===== src/rtl/alu_seq_pkg.sv =====
// rtl/alu_seq_pkg.sv - shared types and constants for the ALU sequencer
//
// Purpose : op encodings, FSM state enumeration and settle-counter width
//           used by alu_sequencer, settle_counter and alu_sequencer_if.
// Ports   : none (package).
// Config  : ALU_SEQ_OVERFLOW_EN is consumed by the interface and top, not here.

package alu_seq_pkg;

  // Wide enough for SETTLE_CYCLES-1 over the legal range 1..15.
  localparam int CNT_W = 4;

  typedef enum logic [1:0] {
    OP_LDN = 2'b00,
    OP_SUB = 2'b01,
    OP_CMP = 2'b10,
    OP_ILL = 2'b11
  } op_e;

  typedef enum logic [2:0] {
    ST_IDLE,
    ST_SETUP,
    ST_SETTLE,
    ST_LATCH,
    ST_DRIVE,
    ST_CMP,
    ST_DONE
  } state_e;

endpackage


===== src/rtl/alu_sequencer_if.sv =====
// rtl/alu_sequencer_if.sv - request, status and ALU strobe bundle for alu_sequencer
//
// Purpose : groups the sequencer's request/status handshake and ALU control lines.
// Signals : start, op[1:0], acc_sign, mem_sign, result_sign  (master -> slave)
//           alu_sub, alu_a_zero, alu_le, alu_oe_n, acc_we,
//           busy, done, skip, illegal [, overflow]           (slave -> master)
// Modports: master (requester / datapath side), slave (sequencer).
// Config  : ALU_SEQ_OVERFLOW_EN adds the overflow status line.

interface alu_sequencer_if;

  logic       start;
  logic [1:0] op;
  logic       acc_sign;
  logic       mem_sign;
  logic       result_sign;

  logic       alu_sub;
  logic       alu_a_zero;
  logic       alu_le;
  logic       alu_oe_n;
  logic       acc_we;
  logic       busy;
  logic       done;
  logic       skip;
  logic       illegal;
`ifdef ALU_SEQ_OVERFLOW_EN
  logic       overflow;
`endif

  modport master (
    output start, op, acc_sign, mem_sign, result_sign,
    input  alu_sub, alu_a_zero, alu_le, alu_oe_n, acc_we,
    input  busy, done, skip, illegal
`ifdef ALU_SEQ_OVERFLOW_EN
    , input overflow
`endif
  );

  modport slave (
    input  start, op, acc_sign, mem_sign, result_sign,
    output alu_sub, alu_a_zero, alu_le, alu_oe_n, acc_we,
    output busy, done, skip, illegal
`ifdef ALU_SEQ_OVERFLOW_EN
    , output overflow
`endif
  );

endinterface


===== src/rtl/alu_sequencer_settle_counter.sv =====
// rtl/alu_sequencer_settle_counter.sv - down-counter timing the adder settle window
//
// Purpose : loadable down-counter with a zero flag; stops at zero.
// Ports   : clk, reset (async, active-high), load, load_value[CNT_W-1:0],
//           dec, zero.

module settle_counter
  import alu_seq_pkg::*;
(
  input  logic             clk,
  input  logic             reset,
  input  logic             load,
  input  logic [CNT_W-1:0] load_value,
  input  logic             dec,
  output logic             zero
);

  logic [CNT_W-1:0] cnt;

  always_ff @(posedge clk or posedge reset) begin
    if (reset) begin
      cnt <= '0;
    end else if (load) begin
      cnt <= load_value;
    end else if (dec && (cnt != '0)) begin
      cnt <= cnt - CNT_W'(1);
    end
  end

  assign zero = (cnt == '0);

endmodule


===== src/rtl/alu_sequencer.sv =====
// rtl/alu_sequencer.sv - microsequencer driving a ripple-carry ALU for LDN/SUB/CMP
//
// Purpose : steps the ALU through setup, settle, latch and drive for LDN/SUB,
//           resolves CMP from the accumulator sign, flags illegal ops.
// Ports   : clk, reset (async, active-high), bus (alu_sequencer_if.slave).
// Params  : SETTLE_CYCLES (1..15) cycles of adder settling before latching.
// Config  : ALU_SEQ_OVERFLOW_EN enables the signed-overflow flag.
//
// All outputs are registered and change together with the state, so each
// output reflects the state the FSM is in during that cycle.

module alu_sequencer
  import alu_seq_pkg::*;
#(
  parameter int SETTLE_CYCLES = 4
) (
  input  logic           clk,
  input  logic           reset,
  alu_sequencer_if.slave bus
);

  localparam logic [CNT_W-1:0] SETTLE_LOAD = CNT_W'(SETTLE_CYCLES - 1);

  state_e state;
  logic   alu_sub_q;
  logic   alu_a_zero_q;
  logic   alu_le_q;
  logic   alu_oe_n_q;
  logic   acc_we_q;
  logic   busy_q;
  logic   done_q;
  logic   skip_q;
  logic   illegal_q;
  logic   cnt_zero;

  // Loaded during SETUP so it reads SETTLE_CYCLES-1 in the first SETTLE cycle.
  settle_counter u_settle (
    .clk        (clk),
    .reset      (reset),
    .load       (state == ST_SETUP),
    .load_value (SETTLE_LOAD),
    .dec        (state == ST_SETTLE),
    .zero       (cnt_zero)
  );

  always_ff @(posedge clk or posedge reset) begin
    if (reset) begin
      state        <= ST_IDLE;
      alu_sub_q    <= 1'b0;
      alu_a_zero_q <= 1'b0;
      alu_le_q     <= 1'b0;
      alu_oe_n_q   <= 1'b1;
      acc_we_q     <= 1'b0;
      busy_q       <= 1'b0;
      done_q       <= 1'b0;
      skip_q       <= 1'b0;
      illegal_q    <= 1'b0;
    end else begin
      // Single-cycle strobes fall back to idle unless the next state wants them.
      alu_le_q   <= 1'b0;
      alu_oe_n_q <= 1'b1;
      acc_we_q   <= 1'b0;
      done_q     <= 1'b0;
      case (state)
        ST_IDLE: begin
          if (bus.start) begin
            busy_q <= 1'b1;
            case (op_e'(bus.op))
              OP_LDN: begin
                state        <= ST_SETUP;
                alu_sub_q    <= 1'b1;
                alu_a_zero_q <= 1'b1;
              end
              OP_SUB: begin
                state        <= ST_SETUP;
                alu_sub_q    <= 1'b1;
                alu_a_zero_q <= 1'b0;
              end
              OP_CMP: begin
                state <= ST_CMP;
              end
              OP_ILL: begin
                state     <= ST_DONE;
                illegal_q <= 1'b1;
                done_q    <= 1'b1;
              end
            endcase
          end
        end
        ST_SETUP: begin
          state <= ST_SETTLE;
        end
        ST_SETTLE: begin
          if (cnt_zero) begin
            state    <= ST_LATCH;
            alu_le_q <= 1'b1;
          end
        end
        ST_LATCH: begin
          state      <= ST_DRIVE;
          alu_oe_n_q <= 1'b0;
          acc_we_q   <= 1'b1;
        end
        ST_DRIVE: begin
          state        <= ST_DONE;
          done_q       <= 1'b1;
          alu_sub_q    <= 1'b0;
          alu_a_zero_q <= 1'b0;
        end
        ST_CMP: begin
          state  <= ST_DONE;
          skip_q <= bus.acc_sign;
          done_q <= 1'b1;
        end
        ST_DONE: begin
          // start is deliberately not examined here: no queuing.
          state     <= ST_IDLE;
          busy_q    <= 1'b0;
          skip_q    <= 1'b0;
          illegal_q <= 1'b0;
        end
        default: begin
          state <= ST_IDLE;
        end
      endcase
    end
  end

`ifdef ALU_SEQ_OVERFLOW_EN
  logic overflow_q;
  logic a_sign;

  // LDN feeds constant zero into A, so its sign is 0 rather than the accumulator's.
  assign a_sign = alu_a_zero_q ? 1'b0 : bus.acc_sign;

  always_ff @(posedge clk or posedge reset) begin
    if (reset) begin
      overflow_q <= 1'b0;
    end else if (state == ST_DRIVE) begin
      overflow_q <= (a_sign != bus.mem_sign) && (bus.result_sign != a_sign);
    end else if (state == ST_DONE) begin
      overflow_q <= 1'b0;
    end
  end

  assign bus.overflow = overflow_q;
`else
  logic unused_signs;
  assign unused_signs = bus.mem_sign ^ bus.result_sign;
`endif

  assign bus.alu_sub    = alu_sub_q;
  assign bus.alu_a_zero = alu_a_zero_q;
  assign bus.alu_le     = alu_le_q;
  assign bus.alu_oe_n   = alu_oe_n_q;
  assign bus.acc_we     = acc_we_q;
  assign bus.busy       = busy_q;
  assign bus.done       = done_q;
  assign bus.skip       = skip_q;
  assign bus.illegal    = illegal_q;

endmodule


===== src/flat_wrapper.sv =====
// flat-port wrapper written by rule: the top's interface ports become plain ports
module alu_sequencer_flat import alu_seq_pkg::*;
#(
  parameter int SETTLE_CYCLES = 4
)
  (clk, reset, bus_start, bus_op, bus_acc_sign, bus_mem_sign, bus_result_sign, bus_alu_sub, bus_alu_a_zero, bus_alu_le, bus_alu_oe_n, bus_acc_we, bus_busy, bus_done, bus_skip, bus_illegal);
  alu_sequencer_if bus_i ();
  input  logic clk;
  input  logic reset;
  input wire logic [$bits(bus_i.start)-1:0] bus_start;
  input wire logic [$bits(bus_i.op)-1:0] bus_op;
  input wire logic [$bits(bus_i.acc_sign)-1:0] bus_acc_sign;
  input wire logic [$bits(bus_i.mem_sign)-1:0] bus_mem_sign;
  input wire logic [$bits(bus_i.result_sign)-1:0] bus_result_sign;
  output wire logic [$bits(bus_i.alu_sub)-1:0] bus_alu_sub;
  output wire logic [$bits(bus_i.alu_a_zero)-1:0] bus_alu_a_zero;
  output wire logic [$bits(bus_i.alu_le)-1:0] bus_alu_le;
  output wire logic [$bits(bus_i.alu_oe_n)-1:0] bus_alu_oe_n;
  output wire logic [$bits(bus_i.acc_we)-1:0] bus_acc_we;
  output wire logic [$bits(bus_i.busy)-1:0] bus_busy;
  output wire logic [$bits(bus_i.done)-1:0] bus_done;
  output wire logic [$bits(bus_i.skip)-1:0] bus_skip;
  output wire logic [$bits(bus_i.illegal)-1:0] bus_illegal;
  assign bus_i.start = bus_start;
  assign bus_i.op = bus_op;
  assign bus_i.acc_sign = bus_acc_sign;
  assign bus_i.mem_sign = bus_mem_sign;
  assign bus_i.result_sign = bus_result_sign;
  assign bus_alu_sub = bus_i.alu_sub;
  assign bus_alu_a_zero = bus_i.alu_a_zero;
  assign bus_alu_le = bus_i.alu_le;
  assign bus_alu_oe_n = bus_i.alu_oe_n;
  assign bus_acc_we = bus_i.acc_we;
  assign bus_busy = bus_i.busy;
  assign bus_done = bus_i.done;
  assign bus_skip = bus_i.skip;
  assign bus_illegal = bus_i.illegal;
  alu_sequencer #(.SETTLE_CYCLES(SETTLE_CYCLES)) u_core (.clk(clk), .reset(reset), .bus(bus_i));
endmodule

===== config.mk =====
export PLATFORM = sky130hd
export DESIGN_NAME = alu_sequencer_flat
export DESIGN_NICKNAME = d
export VERILOG_FILES = /design/src/rtl/alu_seq_pkg.sv /design/src/rtl/alu_sequencer_if.sv /design/src/rtl/alu_sequencer_settle_counter.sv /design/src/rtl/alu_sequencer.sv /design/src/flat_wrapper.sv
export SDC_FILE = /design/constraint.sdc
export NUM_CORES = 1
export LEC_CHECK = 0
export CORE_UTILIZATION = 48
export CTS_CLUSTER_SIZE = 24
export DETAILED_ROUTE_END_ITERATION = 10
export PLACE_DENSITY = 0.83
export SETUP_SLACK_MARGIN = 0.4
export SYNTH_ARGS = -nofsm -noshare
export SYNTH_HDL_FRONTEND = slang
export SYNTH_HIERARCHICAL = 1
export SYNTH_SLANG_ARGS = --single-unit

===== constraint.sdc =====
create_clock -name clk -period 1.9 [get_ports clk]
set_input_delay 0.57 -clock clk [delete_from_list [all_inputs] [get_ports clk]]
set_output_delay 0.57 -clock clk [all_outputs]
set_load 0.005 [all_outputs]

==> results of run 1 <==
==> cell usage in the layout, fill, tap and decap left out, types with 2 or more instances in the layout <==
master	synthesis	layout
sky130_fd_sc_hd__clkbuf_4	0	3
sky130_fd_sc_hd__nor2_1	4	3
sky130_fd_sc_hd__nor3_1	3	2
sky130_fd_sc_hd__buf_4	0	17
sky130_fd_sc_hd__dfrtp_2	0	3
sky130_fd_sc_hd__o21ai_0	6	6
sky130_fd_sc_hd__dfrtp_1	15	12
sky130_fd_sc_hd__clkdlybuf4s15_1	0	6
sky130_fd_sc_hd__clkbuf_2	0	2
sky130_fd_sc_hd__nand2b_1	3	3
sky130_fd_sc_hd__dlygate4sd2_1	0	3
sky130_fd_sc_hd__nand2_1	9	9
sky130_fd_sc_hd__conb_1	2	4
sky130_fd_sc_hd__clkdlybuf4s50_1	0	3
sky130_fd_sc_hd__o21ai_1	2	2
sky130_fd_sc_hd__nand3b_1	2	2
sky130_fd_sc_hd__a21oi_1	8	8
sky130_fd_sc_hd__buf_6	1	2
sky130_fd_sc_hd__inv_2	0	2
sky130_fd_sc_hd__inv_1	8	6
==> power by group through the flow <==
| stage | Sequential (mW) | Clock (mW) | Combinational (mW) |
|---|---|---|---|
| 6_report | 0.599 | 0.233 | 1.05 |
| 5_1_grt | 0.614 | 0.242 | 1.13 |
| 4_1_cts | 0.584 | 0.235 | 0.938 |
| 3_5_place_dp | 0.621 | 0 | 0.788 |
| 3_3_place_gp | 0.613 | 0 | 0.729 |
| 2_1_floorplan | 0.581 | 0 | 0.535 |
==> area by class of cell <==
type | count | area (µm²) | share of cell area [%]
timing repair buffer | 33 | 277 | 23.7
tap | 16 | 20.0 | 1.72
sequential | 16 | 405 | 34.8
multi-input combinational | 59 | 398 | 34.1
inverter | 8 | 30.0 | 2.58
clock buffer | 4 | 36.3 | 3.11
==> synth_stat cells <==
master	number	area, µm²
sky130_fd_sc_hd__dfstp_2	1	26.3
sky130_fd_sc_hd__nor4b_2	1	15.0
sky130_fd_sc_hd__nor2_1	4	15.0
sky130_fd_sc_hd__dfrtp_1	15	375
sky130_fd_sc_hd__a2bb2oi_1	1	8.76
sky130_fd_sc_hd__or3b_4	1	11.3
sky130_fd_sc_hd__buf_6	1	11.3
sky130_fd_sc_hd__o21ai_2	1	8.76
sky130_fd_sc_hd__nand2_1	9	33.8
sky130_fd_sc_hd__and2_1	1	6.26
sky130_fd_sc_hd__and4b_1	1	10.0
sky130_fd_sc_hd__nand3b_1	2	15.0
sky130_fd_sc_hd__a22oi_1	1	7.51
sky130_fd_sc_hd__conb_1	2	7.51
sky130_fd_sc_hd__a221o_1	1	10.0
sky130_fd_sc_hd__or4b_4	1	13.8
sky130_fd_sc_hd__clkbuf_1	3	11.3
sky130_fd_sc_hd__a22o_1	1	8.76
sky130_fd_sc_hd__ha_1	1	12.5
sky130_fd_sc_hd__o21ai_0	6	30.0
sky130_fd_sc_hd__and3_4	1	11.3
sky130_fd_sc_hd__a21oi_1	8	40.0
sky130_fd_sc_hd__nor3_1	3	15.0
sky130_fd_sc_hd__inv_1	8	30.0
sky130_fd_sc_hd__o21ai_1	2	10.0
sky130_fd_sc_hd__nor3b_1	1	7.51
sky130_fd_sc_hd__and3_1	1	6.26
sky130_fd_sc_hd__nand2b_1	3	18.8
sky130_fd_sc_hd__a31oi_1	1	6.26
sky130_fd_sc_hd__a31o_1	1	8.76
sky130_fd_sc_hd__o31a_1	1	8.76
sky130_fd_sc_hd__or2_1	1	6.26
==> how the worst min path moves through the flow <==
stage	startpoint	end	slack, ns	cells after the start
after floorplan	reset	u_core/u_settle/cnt[0]	0.34	1
after global placement	u_core/bus.illegal	u_core/bus.illegal	0.49	2
after detailed placement	u_core/bus.busy	u_core/bus.busy	0.51	2
after CTS	reset	u_core/u_settle/cnt[1]	0.49	2
after global routing	reset	u_core/u_settle/cnt[1]	0.51	2
final	reset	u_core/u_settle/cnt[0]	0.49	2
==> metrics by stage <==
step / utilization, % / setup WS (ns) / hold slack, ns / cell area, µm²
4_1_cts: 73.5 / 0.291 / 0.492 / 1130
2_1_floorplan: - / 0.401 / 0.336 / 835
6_report: 75.6 / 0.277 / 0.489 / 1170
5_1_grt: 75.6 / 0.229 / 0.512 / 1170
3_3_place_gp: 65.8 / 0.0711 / 0.493 / 1010
3_5_place_dp: 65.8 / 0.0396 / 0.507 / 1010
==> cells by family after synthesis <==
kind of cell    after synthesis  synth area share [%]
fa+ha+maj                     1                  1.55
simple gates                 30                  22.9
flops                        16                  49.8
other cells                   2                 0.931
compound gates               24                  18.3
buf+inv                      12                  6.51
==> repair_timing <==
| action | 4_1_cts | 5_1_grt |
|---|---|---|
| hold endpoints to repair | 0 | 0 |
| resized for setup | 20 | 9 |
| pin swaps | 4 | 1 |
| setup buffers | 10 | 3 |
| setup endpoints to repair | 13 | 8 |
==> per-layer routing <==
| layer | global-route usage (%) | share of wire [%] |
|---|---|---|
| met5 | 0 | 0 |
| met4 | 9.09 | 4.0 |
| met3 | 3.83 | 4.4 |
| met1 | 29.7 | 43 |
| met2 | 39.1 | 48 |
==> results.sh, run 1 <==
export IMPL_wl_per_cell_um=15.7
export IMPL_worstSetupStartpointType="register"
export IMPL_largest_fanout_of_any_net_on_the_critical_path=7
export IMPL_nets_finish=130
export IMPL_synth_warnings=6
export IMPL_drt_vias_per_instance=5.57
export IMPL_grt_overflow_total=0
export IMPL_vdd_ir_drop_worst_mv=0.917
export IMPL_worst_r2r_startpoint="u_core/state[2]"
export IMPL_drtPass1Iterations=4
export IMPL_cts_sinks=16
export IMPL_worstSetupEndpointType="register"
export IMPL_finalHoldViolations=0
export IMPL_worst_setup_path_endpoint="u_core/u_settle/cnt[3]"
export IMPL_clock_tree_root_cell="sky130_fd_sc_hd__clkbuf_4"
export IMPL_finalCriticalPeriod_ns=1.62
export IMPL_p_leak_nw=0.561
export IMPL_finalWeightedCongestion=0.781
export IMPL_power_sequential_fraction_pct=31.9
export IMPL_rr_endpoint="u_core/u_settle/cnt[3]"
export IMPL_outcome="finished clean"
export IMPL_port_buffers=14
export IMPL_ys_seq_elements=16
export IMPL_clk_path_buf_depth=2
export IMPL_critPathArrivalTime_ns=1.79
export IMPL_final_setup_tns_ns=0
export IMPL_floorplan_rows=14
export IMPL_synth_lib_cells_used_distinct=32
export IMPL_antenna_violating_nets_post_route=0
export IMPL_routed_wirelength_mm=2.13
export IMPL_intPower_mw=1.17
export IMPL_syn_mean_instance_area_um2=9.49
export IMPL_initial_core_util_pct=52.4
export IMPL_core_area_um2=1540
export IMPL_timing_critical_path_slowest_cell_delay_ns=0.47
export IMPL_largest_register_ff_count=4
export IMPL_io_pins=17
export IMPL_worst_setup_hold_path_clk_slew_ns=0.10
export IMPL_grt_max_degree=13
export IMPL_netlist_instances=85
export IMPL_worst_r2r_setup_slack_ns=0.28
export IMPL_cts_tree="done"
export IMPL_rsz_0062_raised_after_global_routing="yes"
export IMPL_largest_register="u_core/u_settle/cnt"
export IMPL_setup_worst_path_start="u_core/state[2]"
export IMPL_initialDrtViolationCount=28
export IMPL_die_width_um=43.0
export IMPL_crit_chain="nor2_2, and2_4, nor4b_4, nor3b_1, a221o_1"
export IMPL_max_clock_freq_mhz=616
export IMPL_cpMaxStageDelayCell="sky130_fd_sc_hd__dfrtp_2"
export IMPL_sequential_area_share_after_synthesis_pct=49.8
export IMPL_final_layout_size_suffix_gt1_share_pct=34.2
export IMPL_min_delay_path_class="in2async"
export IMPL_power_combinational_fraction_pct=55.7
export IMPL_timing_critical_path_required_ns=2.07
export IMPL_finalClockSkew_ns=0.000697
export IMPL_tritoncts_num_buffers=3
export IMPL_worstPathBufferInverterCount=0
export IMPL_die_height_um=43.0
export IMPL_antenna_diode_count=0
export IMPL_report_final_slew_viol_count=0
export IMPL_clock_power_share_pct=12.4
export IMPL_power_share_switching_pct=37.8
export IMPL_htreeDepth=1
export IMPL_cellPowerDensity_nw_per_um2=1610
export IMPL_largestRegisters="u_core/u_settle/cnt (4), u_core/state (3)"
export IMPL_synthesis_area_um2=807
export IMPL_ff2ff_path_depth=5
export IMPL_place_inst=119
export IMPL_via_count_of_the_first_global_routing_pass=737
export IMPL_grt_antenna_before_repair=0
export IMPL_hpwl_reported_at_the_end_of_detailed_placement_mm=1.25
export IMPL_groute_usage_overall_pct=23.2
export IMPL_post_route_period_util_pct=85.4
export IMPL_detailroute_via_count=757
export IMPL_drt_drc_violations_left=0
export IMPL_finalSetupViolCount=0
export IMPL_cts_hold_buffers=0
export IMPL_critical_path_class="reg2reg"
export IMPL_area_growth_synth_to_final_pct=44.5
export IMPL_max_cap_violations=0
export IMPL_grt_pass1_wl_mm=3.19
export IMPL_layout_cells_non_filler=136
export IMPL_total_power_mw=1.88
export IMPL_floorplan_die_area_um2=1850
export IMPL_worstSetupPathDepth=5
export IMPL_clkLatencyLatePin_ns=0.29
export IMPL_n_fill_cell=110
export IMPL_switchingPower_mw=0.710
export IMPL_crit_family="simple AND/OR/NAND/NOR gates"
Note: power is estimated with default switching activity, not from simulation.
==> run 2: changes to the inputs <==
--- a/config.mk
+++ b/config.mk
@@ -5,6 +5,7 @@
 export SDC_FILE = /design/constraint.sdc
 export NUM_CORES = 1
 export LEC_CHECK = 0
+export CAP_MARGIN = 10
 export CORE_UTILIZATION = 48
 export CTS_CLUSTER_SIZE = 24
 export DETAILED_ROUTE_END_ITERATION = 10
==> results of run 2 <==
Same layout as run 1: the final DEF is identical, and so are final timing and power.
